==> src/rtl/memory_bus_arbiter_if.sv <==
// ============================================================================
// Module   : memory_bus_arbiter_if
// Brief    : One requester port of memory_bus_arbiter (request, command, reply).
// Revision : 1.0  initial release
// ============================================================================
`default_nettype none

interface memory_bus_arbiter_if;
    logic        req;
    logic [15:0] address;
    logic [15:0] data_in;
    logic [1:0]  write_mask;
    logic        write_enable;
    logic        ready;
    logic [15:0] data_out;

    modport master (
        output req, address, data_in, write_mask, write_enable,
        input  ready, data_out
    );

    modport slave (
        input  req, address, data_in, write_mask, write_enable,
        output ready, data_out
    );
endinterface

`default_nettype wire

==> src/rtl/memory_bus_arbiter.sv <==
// ============================================================================
// Module   : memory_bus_arbiter
// Brief    : Two-master arbiter in front of memory_bus; latches the winning
//            command, drives the bus for WAIT_CYCLES+1 cycles, pulses ready.
//            Macro ARB_ROUND_ROBIN_EN selects alternating tie-break (else fixed).
// Revision : 1.0  initial release
// ============================================================================
`default_nettype none

module memory_bus_arbiter #(
    parameter int WAIT_CYCLES = 1
) (
    input  wire logic              clk,
    input  wire logic              reset,
    memory_bus_arbiter_if.slave    port_0,
    memory_bus_arbiter_if.slave    port_1,
    output logic [15:0]            bus_address,
    output logic [15:0]            bus_data_in,
    output logic [1:0]             bus_write_mask,
    output logic                   bus_enable,
    output logic                   bus_write_enable,
    input  wire logic [15:0]       bus_data_out,
    output logic [1:0]             grant,
    output logic                   busy
);

    localparam logic [3:0] c_WAIT     = 4'(WAIT_CYCLES);
    localparam logic [1:0] S_IDLE     = 2'd0;
    localparam logic [1:0] S_ACCESS   = 2'd1;
    localparam logic [1:0] S_COMPLETE = 2'd2;

    logic [1:0]  r_state;
    logic [1:0]  w_next_state;
    logic [3:0]  r_count;
    logic [15:0] r_address;
    logic [15:0] r_data_in;
    logic [1:0]  r_write_mask;
    logic        r_write_enable;
    logic [1:0]  r_grant;
    logic        r_last_grant;     // 1 = port 1 owned the last transaction
    logic        r_ready_0;
    logic        r_ready_1;
    logic [15:0] r_data_out_0;
    logic [15:0] r_data_out_1;
    logic        w_any_req;
    logic        w_tie_pick_1;
    logic        w_pick_1;

`ifdef ARB_ROUND_ROBIN_EN
    assign w_tie_pick_1 = ~r_last_grant;
`else
    // History is still tracked here, but fixed priority never lets it win a tie.
    assign w_tie_pick_1 = r_last_grant & 1'b0;
`endif

    assign w_any_req = port_0.req | port_1.req;
    assign w_pick_1  = port_1.req & (~port_0.req | w_tie_pick_1);

    always_ff @(posedge clk or negedge reset) begin
        if (!reset) begin
            r_state <= S_IDLE;
        end else begin
            r_state <= w_next_state;
        end
    end

    always_comb begin
        w_next_state = r_state;
        case (r_state)
            S_IDLE:     if (w_any_req) w_next_state = S_ACCESS;
            S_ACCESS:   if (r_count == 4'd0) w_next_state = S_COMPLETE;
            S_COMPLETE: w_next_state = S_IDLE;
            default:    w_next_state = S_IDLE;
        endcase
    end

    always_comb begin
        bus_address      = 16'h0000;
        bus_data_in      = 16'h0000;
        bus_write_mask   = 2'b00;
        bus_enable       = 1'b0;
        bus_write_enable = 1'b0;
        if (r_state == S_ACCESS) begin
            bus_address      = r_address;
            bus_data_in      = r_data_in;
            bus_write_mask   = r_write_mask;
            bus_enable       = 1'b1;
            bus_write_enable = r_write_enable;
        end
    end

    assign busy            = (r_state == S_ACCESS) || (r_state == S_COMPLETE);
    assign grant           = r_grant;
    assign port_0.ready    = r_ready_0;
    assign port_1.ready    = r_ready_1;
    assign port_0.data_out = r_data_out_0;
    assign port_1.data_out = r_data_out_1;

    always_ff @(posedge clk or negedge reset) begin
        if (!reset) begin
            r_count        <= 4'd0;
            r_address      <= 16'h0000;
            r_data_in      <= 16'h0000;
            r_write_mask   <= 2'b00;
            r_write_enable <= 1'b0;
            r_grant        <= 2'b00;
            r_last_grant   <= 1'b1;
            r_ready_0      <= 1'b0;
            r_ready_1      <= 1'b0;
            r_data_out_0   <= 16'h0000;
            r_data_out_1   <= 16'h0000;
        end else begin
            r_ready_0 <= 1'b0;
            r_ready_1 <= 1'b0;
            case (r_state)
                S_IDLE: begin
                    if (w_any_req) begin
                        r_count <= c_WAIT;
                        if (w_pick_1) begin
                            r_grant        <= 2'b10;
                            r_address      <= port_1.address;
                            r_data_in      <= port_1.data_in;
                            r_write_mask   <= port_1.write_mask;
                            r_write_enable <= port_1.write_enable;
                        end else begin
                            r_grant        <= 2'b01;
                            r_address      <= port_0.address;
                            r_data_in      <= port_0.data_in;
                            r_write_mask   <= port_0.write_mask;
                            r_write_enable <= port_0.write_enable;
                        end
                    end
                end
                S_ACCESS: begin
                    if (r_count != 4'd0) begin
                        r_count <= r_count - 4'd1;
                    end else begin
                        r_ready_0 <= r_grant[0];
                        r_ready_1 <= r_grant[1];
                        if (!r_write_enable && r_grant[0]) r_data_out_0 <= bus_data_out;
                        if (!r_write_enable && r_grant[1]) r_data_out_1 <= bus_data_out;
                    end
                end
                S_COMPLETE: begin
                    r_last_grant <= r_grant[1];
                    r_grant      <= 2'b00;
                end
                default: r_grant <= 2'b00;
            endcase
        end
    end

endmodule

`default_nettype wire

==> src/flat_wrapper.sv <==
// flat-port wrapper written by rule: the top's interface ports become plain ports
module memory_bus_arbiter_flat 
#(
    parameter int WAIT_CYCLES = 1
)
  (clk, reset, bus_address, bus_data_in, bus_write_mask, bus_enable, bus_write_enable, bus_data_out, grant, busy, port_0_req, port_0_address, port_0_data_in, port_0_write_mask, port_0_write_enable, port_0_ready, port_0_data_out, port_1_req, port_1_address, port_1_data_in, port_1_write_mask, port_1_write_enable, port_1_ready, port_1_data_out);
  memory_bus_arbiter_if port_0_i ();
  memory_bus_arbiter_if port_1_i ();
  input  wire logic clk;
  input  wire logic reset;
  output logic [15:0] bus_address;
  output logic [15:0] bus_data_in;
  output logic [1:0] bus_write_mask;
  output logic bus_enable;
  output logic bus_write_enable;
  input  wire logic [15:0] bus_data_out;
  output logic [1:0] grant;
  output logic busy;
  input wire logic [$bits(port_0_i.req)-1:0] port_0_req;
  input wire logic [$bits(port_0_i.address)-1:0] port_0_address;
  input wire logic [$bits(port_0_i.data_in)-1:0] port_0_data_in;
  input wire logic [$bits(port_0_i.write_mask)-1:0] port_0_write_mask;
  input wire logic [$bits(port_0_i.write_enable)-1:0] port_0_write_enable;
  output wire logic [$bits(port_0_i.ready)-1:0] port_0_ready;
  output wire logic [$bits(port_0_i.data_out)-1:0] port_0_data_out;
  input wire logic [$bits(port_1_i.req)-1:0] port_1_req;
  input wire logic [$bits(port_1_i.address)-1:0] port_1_address;
  input wire logic [$bits(port_1_i.data_in)-1:0] port_1_data_in;
  input wire logic [$bits(port_1_i.write_mask)-1:0] port_1_write_mask;
  input wire logic [$bits(port_1_i.write_enable)-1:0] port_1_write_enable;
  output wire logic [$bits(port_1_i.ready)-1:0] port_1_ready;
  output wire logic [$bits(port_1_i.data_out)-1:0] port_1_data_out;
  assign port_0_i.req = port_0_req;
  assign port_0_i.address = port_0_address;
  assign port_0_i.data_in = port_0_data_in;
  assign port_0_i.write_mask = port_0_write_mask;
  assign port_0_i.write_enable = port_0_write_enable;
  assign port_0_ready = port_0_i.ready;
  assign port_0_data_out = port_0_i.data_out;
  assign port_1_i.req = port_1_req;
  assign port_1_i.address = port_1_address;
  assign port_1_i.data_in = port_1_data_in;
  assign port_1_i.write_mask = port_1_write_mask;
  assign port_1_i.write_enable = port_1_write_enable;
  assign port_1_ready = port_1_i.ready;
  assign port_1_data_out = port_1_i.data_out;
  memory_bus_arbiter #(.WAIT_CYCLES(WAIT_CYCLES)) u_core (.clk(clk), .reset(reset), .port_0(port_0_i), .port_1(port_1_i), .bus_address(bus_address), .bus_data_in(bus_data_in), .bus_write_mask(bus_write_mask), .bus_enable(bus_enable), .bus_write_enable(bus_write_enable), .bus_data_out(bus_data_out), .grant(grant), .busy(busy));
endmodule
==> config.mk <==
export PLATFORM = sky130hd
export DESIGN_NAME = memory_bus_arbiter_flat
export DESIGN_NICKNAME = d
export VERILOG_FILES = /design/src/rtl/memory_bus_arbiter_if.sv /design/src/rtl/memory_bus_arbiter.sv /design/src/flat_wrapper.sv
export SDC_FILE = /design/constraint.sdc
export NUM_CORES = 1
export LEC_CHECK = 0
export ABC_CLOCK_PERIOD_IN_PS = 1890
export BUFFER_PORTS_ARGS = -buffer_cell sky130_fd_sc_hd__buf_2
export CORE_MARGIN = 2
export CORE_UTILIZATION = 48
export DETAILED_ROUTE_END_ITERATION = 6
export HOLD_SLACK_MARGIN = 0.08
export MAX_ROUTING_LAYER = met4
export PLACE_DENSITY = 0.81
export REMOVE_ABC_BUFFERS = 1
export SYNTH_ARGS = -nofsm -noshare
export SYNTH_HDL_FRONTEND = slang
export SYNTH_SLANG_ARGS = --single-unit
==> constraint.sdc <==
create_clock -name clk -period 1.89 [get_ports clk]
set_input_delay 0.189 -clock clk [delete_from_list [all_inputs] [get_ports clk]]
set_output_delay 0.189 -clock clk [all_outputs]
set_load 0.01 [all_outputs]
# Yosys cells after proc, flatten, opt, wreduce, memory -nomap -nowiden
# Index checks and enable logic that the tools add are counted.
# totals
ff_bits	77
inputBits	90
out_inout_bits	73
wordCells	58
# classes
addsub	1
eq_ne	5
n_mux	22
bitwise	5
n_reduce_logical	14
# op_table
op	n
16-bit 2-to-1 mux	4
2-bit 2-to-1 mux	6
3-bit AND reduction	3
4-bit 2-to-1 mux	2
2-bit case mux with 2 select lines	2
4-bit case mux with 2 select lines	1
1-bit 2-to-1 mux	7
2-bit AND reduction	3
4-bit logical NOT	1
2-bit by 1-bit inequality test with 1-bit output, second input constant	2
4-bit nonzero test	1
4-bit by 1-bit subtractor with 4-bit output, second input constant	1
1-bit inverter	3
2-bit by 1-bit == test with 1-bit output, second input constant	1
2-bit == test, second input constant	1
1-bit logical AND	2
2-bit logical NOT	1
2-bit inequality test, second input constant	1
2-bit nonzero test	1
1-bit bitwise AND	1
1-bit logical NOT	1
1-bit logical OR	1
1-bit bitwise OR	1

# Logic depth before layout (Yosys ltp)
# Gate-level depths: netlist of the first run.
# depth
ltp_word	5
ltp_mapped	7
ltp_nobuf	5

# Least setup slack after synthesis of the first run
# No wires, ideal clock.
# synth_path
path_kind	register -> register
start	register u_core.r_state[1]
end	register u_core.r_data_out_1[10], in the netlist u_core.port_1.data_out[10]
setup_time_ns	0.125
arrival_time_ns	1.680
required_time_ns	1.765
slack_ns	0.084
path_stages_with_launch	8
n_path_buf	2
synth_period_minus_slack_ns	1.806
path_cell_list	dfrtp_1 inv_1 ha_1 buf_4 and4bb_4 nand3b_4 buf_6 mux2_4
# synth_via
elab_chain_cells	2
# synth_rtl
element	line	text
start, declared	memory_bus_arbiter.sv:32	logic [1:0] r_state;
start signal, assigned	memory_bus_arbiter.sv:63	r_state <= w_next_state;
2-bit by 1-bit == test with 1-bit output	memory_bus_arbiter.sv:115	case (r_state)
3-bit AND reduction (no source line)	n/a	
end signal, assigned	memory_bus_arbiter.sv:141	if (!r_write_enable && r_grant[1]) r_data_out_1 <= bus_data_out;
end, declared	memory_bus_arbiter.sv:44	logic [15:0] r_data_out_1;
# Every way passes these cells.
# A chain may end at the register's enable or synchronous reset.

# Final worst setup path of the first run
# layout_path
start	register u_core.r_state[1]
end	output bus_data_in[13]
# layout_via
elab_chain_cells	2
# layout_rtl
element	line	text
2-bit by 1-bit == test with 1-bit output	memory_bus_arbiter.sv:83	if (r_state == S_ACCESS) begin
16-bit 2-to-1 mux	memory_bus_arbiter.sv:83	
end, declared	flat_wrapper.sv:12	output logic [15:0] bus_data_in;
# Every way passes these cells.

==> reports/results.ini, run 1 <==
[routing]
dr.pass1.iters = 4
drcViolationCount = 0
totalWireLength_um = 8190
avgRoutedWirePerCell_um = 13.9
viasPerCell = 4.89
vias = 2883
drt_iter0_markers = 158
route.antenna.remaining_nets = 0

[clock_tree]
cts_resized = 0
cts_made_buffers = 9
clkSinkCount = 77
clockBufferDepth = 2
ctsHtreeMaxLevel = 3
ctsRootBufferMaster = clkbuf_8
clk_pin_slew_worst_paths_ns = 0.08
cts_tree = built
clk_latency_ns = 0.34

[sta]
fin_crit_sh_pct = 93.5
fmax_mhz = 566
post-route-worst-setup-slack_ns = 0.124
worstMarginPinSlew_ns = 0.509
setup_viol = 0
max_slew_margin_pct = 66.1
post-route-min-period_ns = 1.77
clock-skew-final_ns = 0.0121
rsz0062_at_grt = false
slew_violations = 0
finalHoldViolCount = 0

[synthesis]
synth-async-reset-ratio_pct = 100
ys_seq_area_share_pct = 51.9
yosys.area.top_type_share_pct = 51.9
synth-warning-count = 0
synth_top_area_cell = dfrtp_1
synth_cells = 316
synth_cell_types = 32
synth_flop_cell = dfrtp_1
syn_area_per_cell_um2 = 11.7
ys_seq_elements = 77
ys_top_cells_by_area = dfrtp_1, mux2i_1, mux2_4
syn-cell-area_um2 = 3710
synth-edff-count = 0

[pwr]
p_per_area_nw_per_um2 = 1540
ir_worst_vdd_mv = 0.708
power.leakage_nw = 2.72
p_total_w = 0.00758

[final_layout]
drive_gt1_share_pct = 46.4
stdcell_area_um2 = 4920
fin_nets = 577
layout_common_cells = buf_2, dfrtp_1, o21ai_0
final_common_cell = buf_2
antenna_cells = 0
area_growth_pct = 32.4
fill_cells = 611

[placement]
place_area_um2 = 4670
gp_congestion = 0.850
pre_cts_slack_ns = 0.0757
hpwl_um = 6060
port-buffer-count = 162

[worst_setup_path]
crit_type = flip-flop to output port
crit_fanout = 46
reg2reg_slack_ns = 0.16
crit_path_start_kind = flip-flop
cp.required_ns = 1.70
end_kind = output port
arrival_ns = 1.58

[outcome]
status = finished clean

[global_routing]
grt_use_met3_pct = 4.93
grt-busiest-layer = met2
use_met1_pct = 27.4
grt_max_degree = 57
grt_remaining_overflow = 0
antenna_found_initial = 0
grt_use_met2_pct = 31.1
grt_pass1_wl_um = 13400
grt_usage_pct = 20.5
grt_pass1_vias = 2782

[floorplan]
start_util_pct = 48.8
io-pin-count = 163
num_rows = 32
die_height_um = 91.9
dieWidth_um = 91.9
die-area_um2 = 8450
coreArea_um2 = 7610

[min_path]
hp-class = primary input to flip-flop

[job]
maxCapViolCount = 0

-- layer usage --
metal,wire length (um),vias to the layer above
met5,0,-
met4,71,0
met3,600,5
met2,3720,128
met1,3790,1325
li1,-,1425
-- power by group --
group          total, W  internal [W]  leakage [nW]  switching [W]
registers       0.00291       0.00246         0.932       0.000456
logic           0.00354       0.00175          1.69        0.00179
clock network   0.00113      0.000549        0.0917       0.000582
total           0.00758       0.00476          2.72        0.00282
-- cell usage after synthesis (2+ instances only) --
| cell type | count |
|---|---|
| nand3b_4 | 2 |
| mux2i_1 | 35 |
| buf_4 | 4 |
| ha_1 | 5 |
| inv_1 | 6 |
| mux2_2 | 13 |
| dfrtp_1 | 77 |
| buf_6 | 2 |
| nand2b_1 | 4 |
| nand2_1 | 36 |
| clkbuf_1 | 11 |
| o21ai_0 | 42 |
| a21oi_1 | 3 |
| nand4b_1 | 3 |
| mux2_4 | 20 |
| and2_1 | 37 |
-- through the flow --
stage | hold WS [ns] | cells | setup TNS (ns) | utilization, %
5_1_grt | 0.0814 | 589 | 0 | 64.6
4_1_cts | 0.0837 | 586 | 0 | 64.0
6_report | 0.0977 | 589 | 0 | 64.6
2_1_floorplan | -0.107 | 298 | -37.79 | -
3_5_place_dp | 0.206 | 569 | 0 | 61.4
3_3_place_gp | 0.201 | 569 | 0 | 61.4
-- kinds of logic (layout without fill, tap and decap cells) --
group / count (synthesis) / in the layout / share of synthesized area, %
compound gates: 52 / 52 / 7.62
simple gates: 90 / 90 / 14.1
flops: 77 / 77 / 51.9
mux: 68 / 68 / 21.5
fa+ha+maj: 5 / 5 / 1.69
buf+inv: 24 / 195 / 3.27
-- worst max-delay path, stage by stage (launching register included) --
cell and delay (ns):
dfrtp_1 0.36, inv_1 0.10, ha_1 0.23, buf_12 0.22, and2_1 0.18, buf_2 0.14
-- final timing paths --
kind	cells after the start	to	start
worst max-delay path	5	bus_data_in[13]	u_core.r_state[1]
worst min-delay path	2	u_core.port_0.data_out[11]	bus_data_out[11]
worst max register to register	6	u_core.port_0.data_out[7]	u_core.r_count[0]
worst min register to register	2	u_core.r_address[10]	u_core.r_address[10]
max in group asynchronous	3	u_core.port_0.data_out[13]	reset
min in group asynchronous	2	u_core.r_data_in[4]	reset
-- layout make-up --
class                      count  area (um2)  area share (%)
inverter                       6        22.5           0.458
timing repair buffer         173         976            19.9
multi-input combinational    215        1680            34.1
sequential                    77        1930            39.2
tap                          102         128            2.60
clock buffer                  11         151            3.08
clock inverter                 5        33.8           0.687
-- repair_timing --
item	in CTS	in global routing
setup buffers	0	2
setup endpoints to repair	0	18
hold endpoints to repair	39	1
hold buffers	1	1
-- flip-flops by register name (all words and copies together) (netlist names) --
name and flops:
u_core.port_1.data_out 16, u_core.port_0.data_out 16, u_core.port_1.ready 1, u_core.grant 2
u_core.port_0.ready 1, u_core.r_address 16, u_core.r_count 4, u_core.r_state 2
u_core.r_write_enable 1, u_core.r_data_in 16, u_core.r_write_mask 2
Note: power is estimated with default switching activity, not from simulation.
==> run 2: changes to the inputs <==
--- a/config.mk
+++ b/config.mk
@@ -5,14 +5,15 @@
 export SDC_FILE = /design/constraint.sdc
 export NUM_CORES = 1
 export LEC_CHECK = 0
+export ABC_AREA = 1
 export ABC_CLOCK_PERIOD_IN_PS = 1890
 export BUFFER_PORTS_ARGS = -buffer_cell sky130_fd_sc_hd__buf_2
 export CORE_MARGIN = 2
-export CORE_UTILIZATION = 48
+export CORE_UTILIZATION = 47
 export DETAILED_ROUTE_END_ITERATION = 6
 export HOLD_SLACK_MARGIN = 0.08
 export MAX_ROUTING_LAYER = met4
-export PLACE_DENSITY = 0.81
+export PLACE_DENSITY = 0.8
 export REMOVE_ABC_BUFFERS = 1
 export SYNTH_ARGS = -nofsm -noshare
 export SYNTH_HDL_FRONTEND = slang
==> run 2 against run 1 <==
Compared with the run above:
- utilization fell by 2.1 points
- maximum frequency rose by 0.83%
- clock power rose by 32%
- sequential share of layout area rose by 1.1 points
- final area fell by 2.7%
- combinational power fell by 10%
- wire length rose by 5.4%
- flip-flop and latch count did not move
- die area rose by 0.51%
- clock skew fell by 0.0052 ns
- setup slack improved by 0.014 ns
- highest routed layer unchanged
==> reports/results.ini, run 2 <==
[worst_setup_path]
crit_path_start_kind = flip-flop
arrival_ns = 1.56  ; -0.02 ns
max_stage_delay_ns = 0.38  ; +0.02 ns
worstPathCellList = inv_1, ha_2, buf_6, nand2_1, inv_1, buf_2
cpMostUsedCell = inv_1
slowest_stage = dfrtp_1
crit_fanout = 24  ; -48%
crit_type = flip-flop to output port
end_kind = output port
cp.required_ns = 1.70  ; about the same

[synthesis]
synth-edff-count = 0  ; unchanged
yosysMostFrequentCell = nand2_1
syn-cell-area_um2 = 3650  ; -1.6%
ys_seq_elements = 77  ; unchanged
syn_area_per_cell_um2 = 8.10  ; -31%
synth-warning-count = 0  ; unchanged
synth_common_cells = nand2_1, dfrtp_1, inv_1, o21ai_1, o21ai_0
synth_cells = 451  ; +43%
ys_seq_area_share_pct = 52.7  ; +0.82 points
synth_top_area_cell = dfrtp_1
synth_flop_cell = dfrtp_1
synth_cell_types = 23  ; -28%
ys_top_cells_by_area = dfrtp_1, nand2_1, o21ai_1
synth-async-reset-ratio_pct = 100  ; unchanged
yosys.area.top_type_share_pct = 52.7  ; +0.82 points

[sta]
post-route-min-period_ns = 1.75  ; -0.0145 ns
rsz0062_at_grt = false
setup_viol = 0  ; unchanged
worstMarginPinSlew_ns = 0.627  ; +0.118 ns
clock-skew-final_ns = 0.00693  ; -0.00519 ns
fmax_mhz = 571  ; +0.83%
worst_hold_slack_ns = 0.106  ; +0.00809 ns
fin_crit_sh_pct = 92.7  ; -0.77 points
slew_violations = 0  ; unchanged
finalHoldViolCount = 0  ; unchanged
max_slew_margin_pct = 58.2  ; -7.9 points

[clock_tree]
clk_latency_ns = 0.34  ; about the same
cts_made_buffers = 9  ; unchanged
clockBufferDepth = 2  ; unchanged
clk_pin_slew_worst_paths_ns = 0.08  ; about the same
cts_tree = built
ctsHtreeMaxLevel = 3  ; unchanged
ctsRootBufferMaster = clkbuf_8
clkSinkCount = 77  ; unchanged

[pwr]
p_per_area_nw_per_um2 = 1580  ; +2.4%
power.leakage_nw = 2.80  ; +3.0%
p_total_w = 0.00755  ; -0.41%
ir_worst_vdd_mv = 0.685  ; -3.2%

[floorplan]
die_height_um = 92.2  ; +0.26%
io-pin-count = 163  ; unchanged
coreArea_um2 = 7650  ; +0.53%
start_util_pct = 47.8  ; -1.0 points
dieWidth_um = 92.2  ; +0.26%
num_rows = 32  ; unchanged
die-area_um2 = 8500  ; +0.51%

[global_routing]
antenna_found_initial = 0  ; unchanged
grt_remaining_overflow = 0  ; unchanged
grt_pass1_wl_um = 14700  ; +10%
grt_max_degree = 40  ; -30%
grt_pass1_vias = 3323  ; +19%
grt_usage_pct = 22.0  ; +1.5 points

[min_path]
hp-class = primary input to flip-flop

[final_layout]
final_common_cell = buf_2
layout_common_cells = buf_2, nand2_1, dfrtp_1
drive_gt1_share_pct = 32.7  ; -14 points
area_growth_pct = 30.8
finalNonFillerCells = 717  ; +22%
antenna_cells = 0  ; unchanged
final_util_pct = 62.5  ; -2.1 points
fin_nets = 705  ; +22%
fill_cells = 670  ; +9.7%
stdcell_area_um2 = 4780  ; -2.7%

[placement]
dpl.cell_count = 700  ; +23%
place_area_um2 = 4520  ; -3.3%
hpwl_um = 6240  ; +3.0%
gp_congestion = 0.786  ; -7.5%
port-buffer-count = 162  ; unchanged

[routing]
route.antenna.remaining_nets = 0  ; unchanged
drcViolationCount = 0  ; unchanged
drt_iter0_markers = 190  ; +20%
dr.pass1.iters = 5  ; +1
totalWireLength_um = 8630  ; +5.4%
vias = 3493  ; +21%
avgRoutedWirePerCell_um = 12.0  ; -13%
viasPerCell = 4.87  ; -0.47%

[job]
maxCapViolCount = 0  ; unchanged

[outcome]
status = finished clean

[run 2: cell count changes after synthesis, moves of 10 or more]
cell      delta
and2_1      -36
buf_2       +11
clkbuf_1    -10
inv_1       +55
mux2_2      -13
mux2_4      -20
mux2i_1     -35
nand2_1     +82
nor2_1      +39
o21ai_1     +60
[run 2: worst paths after layout]
path	start	end	slack, ns	cells past startpoint
hold / removal	port_1_data_in[11]	u_core.r_data_in[11]	0.11	3
setup reg to reg	u_core.r_state[1]	u_core.port_1.data_out[5]	0.24	6
hold reg to reg	u_core.port_0.data_out[15]	u_core.port_0.data_out[15]	0.48	2
max in group asynchronous	reset	u_core.r_address[9]	1.08	3
min in group asynchronous	reset	u_core.port_1.data_out[3]	0.24	2
setup / recovery	u_core.r_state[1]	bus_address[8]	0.14	6
[run 2: where the power goes]
group          total, W  switching, W  internal, W  leakage [nW]
registers       0.00289      0.000452      0.00244         0.897
logic           0.00317       0.00189      0.00128          1.79
clock network   0.00149      0.000607     0.000883         0.116
[run 2: timing repair]
item / 4_1_cts / 5_1_grt
hold buffers: 1 / 0
endpoints found under the hold margin: 77 / 0
gates resized for setup: 0 / 3
buffers inserted: 0 / 0
endpoints found under the setup margin: 0 / 29
[run 2: final cells by class]
cell class	count	area, um2	share of cell area [%]
clock buffer	9	124	2.59
clock inverter	7	123	2.56
inverter	65	244	5.10
multi-input combinational	287	1330	27.8
sequential	77	1930	40.3
tap	102	128	2.67
timing repair buffer	170	908	19.0
[run 2: metrics by stage]
step                      setup TNS (ns)  setup WS (ns)
final                                  0          0.138
after detailed placement               0          0.252
after global placement                 0          0.346
after global routing                   0        0.00199
after floorplan                    -9.10         -0.271
after CTS                              0         0.0301
[run 2: metal layers]
layer	track usage (%)	share of wire (%)	wire, um	vias to the layer above
li1	-	-	-	1714
met1	29.1	46	3970	1595
met2	34.1	44	3800	172
met3	5.01	8.7	753	12
met4	6.47	1.3	112	0
met5	-	0	0	-
[run 2: worst max-delay path, delay by kind of cell (launching register included)]
kind	cells	cell delay, ns
fa+ha+maj	1	0.25
simple gates	1	0.08
buf+inv	4	0.51
flops	1	0.38
[run 2: kinds of logic after synthesis]
| group | after synthesis | share of synthesized area [%] |
|---|---|---|
| and+or+nand+nor | 170 | 18.3 |
| AOI/OAI and AO/OA | 111 | 16.0 |
| buffers and inverters | 87 | 11.0 |
| DFF | 77 | 52.7 |
| adders and majority gates | 5 | 1.71 |
| xor gates and xnor gates | 1 | 0.240 |
==> run 3: changes to the inputs <==
==> constraint.sdc (replaced) <==
create_clock -name clk -period 1.89 [get_ports clk]
set_input_delay 0.2835 -clock clk [delete_from_list [all_inputs] [get_ports clk]]
set_output_delay 0.2835 -clock clk [all_outputs]
set_load 0.01 [all_outputs]
==> run 3 against run 2 <==
Compared with the run above:
- setup slack improved by 0.029 ns
- sequential share of layout area fell by 0.34 points
- die area did not move
- utilization rose by 0.54 points
- wire length rose by 2.4%
- clock-buffer cell count did not move
- critical path type unchanged
- cell count did not move
- maximum frequency rose by 1.7%
- largest cell class unchanged
==> reports/results.ini, run 3 (synthesized netlist as in run 2, its figures left out) <==
[final_layout]
antenna_cells = 0  ; unchanged
layout_common_cells = buf_2, nand2_1, dfrtp_1
fin_nets = 705  ; unchanged
drive_gt1_share_pct = 32.8  ; +0.16 points
area_growth_pct = 32.0
final_common_cell = buf_2
final_util_pct = 63.1  ; +0.54 points
stdcell_area_um2 = 4820  ; +0.86%

[clock_tree]
ctsRootBufferMaster = clkbuf_8
clockBufferDepth = 2  ; unchanged
ctsHtreeMaxLevel = 3  ; unchanged
cts_tree = built
cts_made_buffers = 9  ; unchanged
clk_pin_slew_worst_paths_ns = 0.09  ; about the same
clkSinkCount = 77  ; unchanged
clk_latency_ns = 0.34  ; about the same

[routing]
viasPerCell = 4.76  ; -2.3%
totalWireLength_um = 8830  ; +2.4%
route.antenna.remaining_nets = 0  ; unchanged
drcViolationCount = 0  ; unchanged
vias = 3413  ; -2.3%
drt_iter0_markers = 161  ; -15%
dr.pass1.iters = 4  ; -1
avgRoutedWirePerCell_um = 12.3  ; +2.4%

[worst_setup_path]
reg2reg_slack_ns = 0.26  ; +0.02 ns
cp_num_cells = 6  ; unchanged
cp.required_ns = 1.61  ; -0.09 ns
critPathTopFamily = buffers and inverters
worstSetupStartpoint = u_core.r_state[1]
crit_fanout = 24  ; unchanged
setup.worst_path.end = bus_address[13]
reg2reg_from = u_core.r_count[0]
arrival_ns = 1.44  ; -0.12 ns
worst-path-buf-inv = 4  ; unchanged
worstPathCellList = inv_2, ha_4, buf_12, nand2_1, inv_1, buf_2
max_stage_delay_ns = 0.40  ; +0.02 ns
end_kind = output port
crit_type = flip-flop to output port
worstRegToRegCells = 7  ; +1
slowest_stage = dfrtp_1
worstReg2RegEnd = u_core.port_1.data_out[6]
crit_path_start_kind = flip-flop

[global_routing]
grt_pass1_wl_um = 14800  ; +0.75%
grt_usage_pct = 22.2  ; +0.27 points
grt_max_degree = 41  ; +2.5%
grt_pass1_vias = 3321  ; -0.060%
antenna_found_initial = 0  ; unchanged
grt_remaining_overflow = 0  ; unchanged

[sta]
slew_violations = 0  ; unchanged
fmax_mhz = 580  ; +1.7%
fin_crit_sh_pct = 91.2  ; -1.5 points
rsz0062_at_grt = false
setup_viol = 0  ; unchanged
post-route-min-period_ns = 1.72  ; -0.0288 ns
post-route-worst-setup-slack_ns = 0.167  ; +0.0288 ns
worstMarginPinSlew_ns = 0.632  ; +0.00515 ns
finalHoldViolCount = 0  ; unchanged
clock-skew-final_ns = 0.00895  ; +0.00202 ns
max_slew_margin_pct = 57.8  ; -0.34 points

[min_path]
hp-class = primary input to flip-flop
hold_depth = 3  ; unchanged

[pwr]
p_per_area_nw_per_um2 = 1610  ; +1.9%
ir_worst_vdd_mv = 0.633  ; -7.7%
power.leakage_nw = 2.82  ; +0.67%

[floorplan]
coreArea_um2 = 7650  ; unchanged
start_util_pct = 47.8  ; unchanged
die_height_um = 92.2  ; unchanged
io-pin-count = 163  ; unchanged
die-area_um2 = 8500  ; unchanged
dieWidth_um = 92.2  ; unchanged
num_rows = 32  ; unchanged

[job]
maxCapViolCount = 0  ; unchanged

[placement]
gp_congestion = 0.774  ; -1.6%
place_area_um2 = 4510  ; -0.17%
port-buffer-count = 162  ; unchanged
hpwl_um = 6360  ; +1.8%
pre_cts_slack_ns = 0.134  ; -0.118 ns

[outcome]
status = finished clean

run 3: routing by layer:
layer	up-vias	routed length, um	part of all wire [%]	track usage (%)
met5	-	0	0	-
met4	0	0	0	6.72
met3	0	561	6.4	3.78
met2	145	4260	48	34.7
met1	1549	4010	45	30.1
li1	1719	-	-	-
run 3: final cells by class:
cell class | instances | area (um2)
flip-flops and latches | 77 | 1930
clock inverters | 7 | 145
multi-input cells | 287 | 1340
fillers | 678 | 2820
well taps | 102 | 128
inverters | 65 | 244
clock buffers | 9 | 124
repair buffers | 170 | 917
run 3: metrics by stage:
step                      power, W  hold slack [ns]  setup TNS (ns)  cells
after floorplan            0.00474          -0.0121           -9.10    429
after global placement     0.00594            0.289               0    699
after detailed placement   0.00608            0.287               0    699
after CTS                  0.00779            0.176               0    716
after global routing       0.00842            0.181               0    717
final                      0.00776            0.199               0    717
run 3: what timing repair did:
action	in CTS	in global routing
gates cloned	0	0
setup endpoints to repair	34	31
hold endpoints to repair	37	0
gates resized for setup	4	3
setup buffers	0	1
pin swaps	0	0
hold buffers	1	0
run 3: worst register-to-register path: stages (launching register included):
cell and delay, ns:
dfrtp_1 0.40, inv_1 0.12, ha_1 0.20, nand3_2 0.12, inv_2 0.09, nand2_2 0.28
nand2_1 0.17, o21ai_0 0.11
run 3: worst min path at each step:
stage | start | endpoint | slack, ns
2_1_floorplan | reset | u_core.grant[0] | -0.01
3_3_place_gp | reset | u_core.port_0.ready | 0.29
3_5_place_dp | reset | u_core.grant[0] | 0.29
4_1_cts | port_1_write_enable | u_core.r_write_enable | 0.18
5_1_grt | port_1_data_in[8] | u_core.r_data_in[8] | 0.18
6_report | port_1_data_in[6] | u_core.r_data_in[6] | 0.20
run 3: where the power goes:
group / internal, W / total, W / leakage, nW / switching, W
clock: 0.00102 / 0.00164 / 0.130 / 0.000622
sequential: 0.00244 / 0.00290 / 0.897 / 0.000466
combinational: 0.00133 / 0.00321 / 1.79 / 0.00188
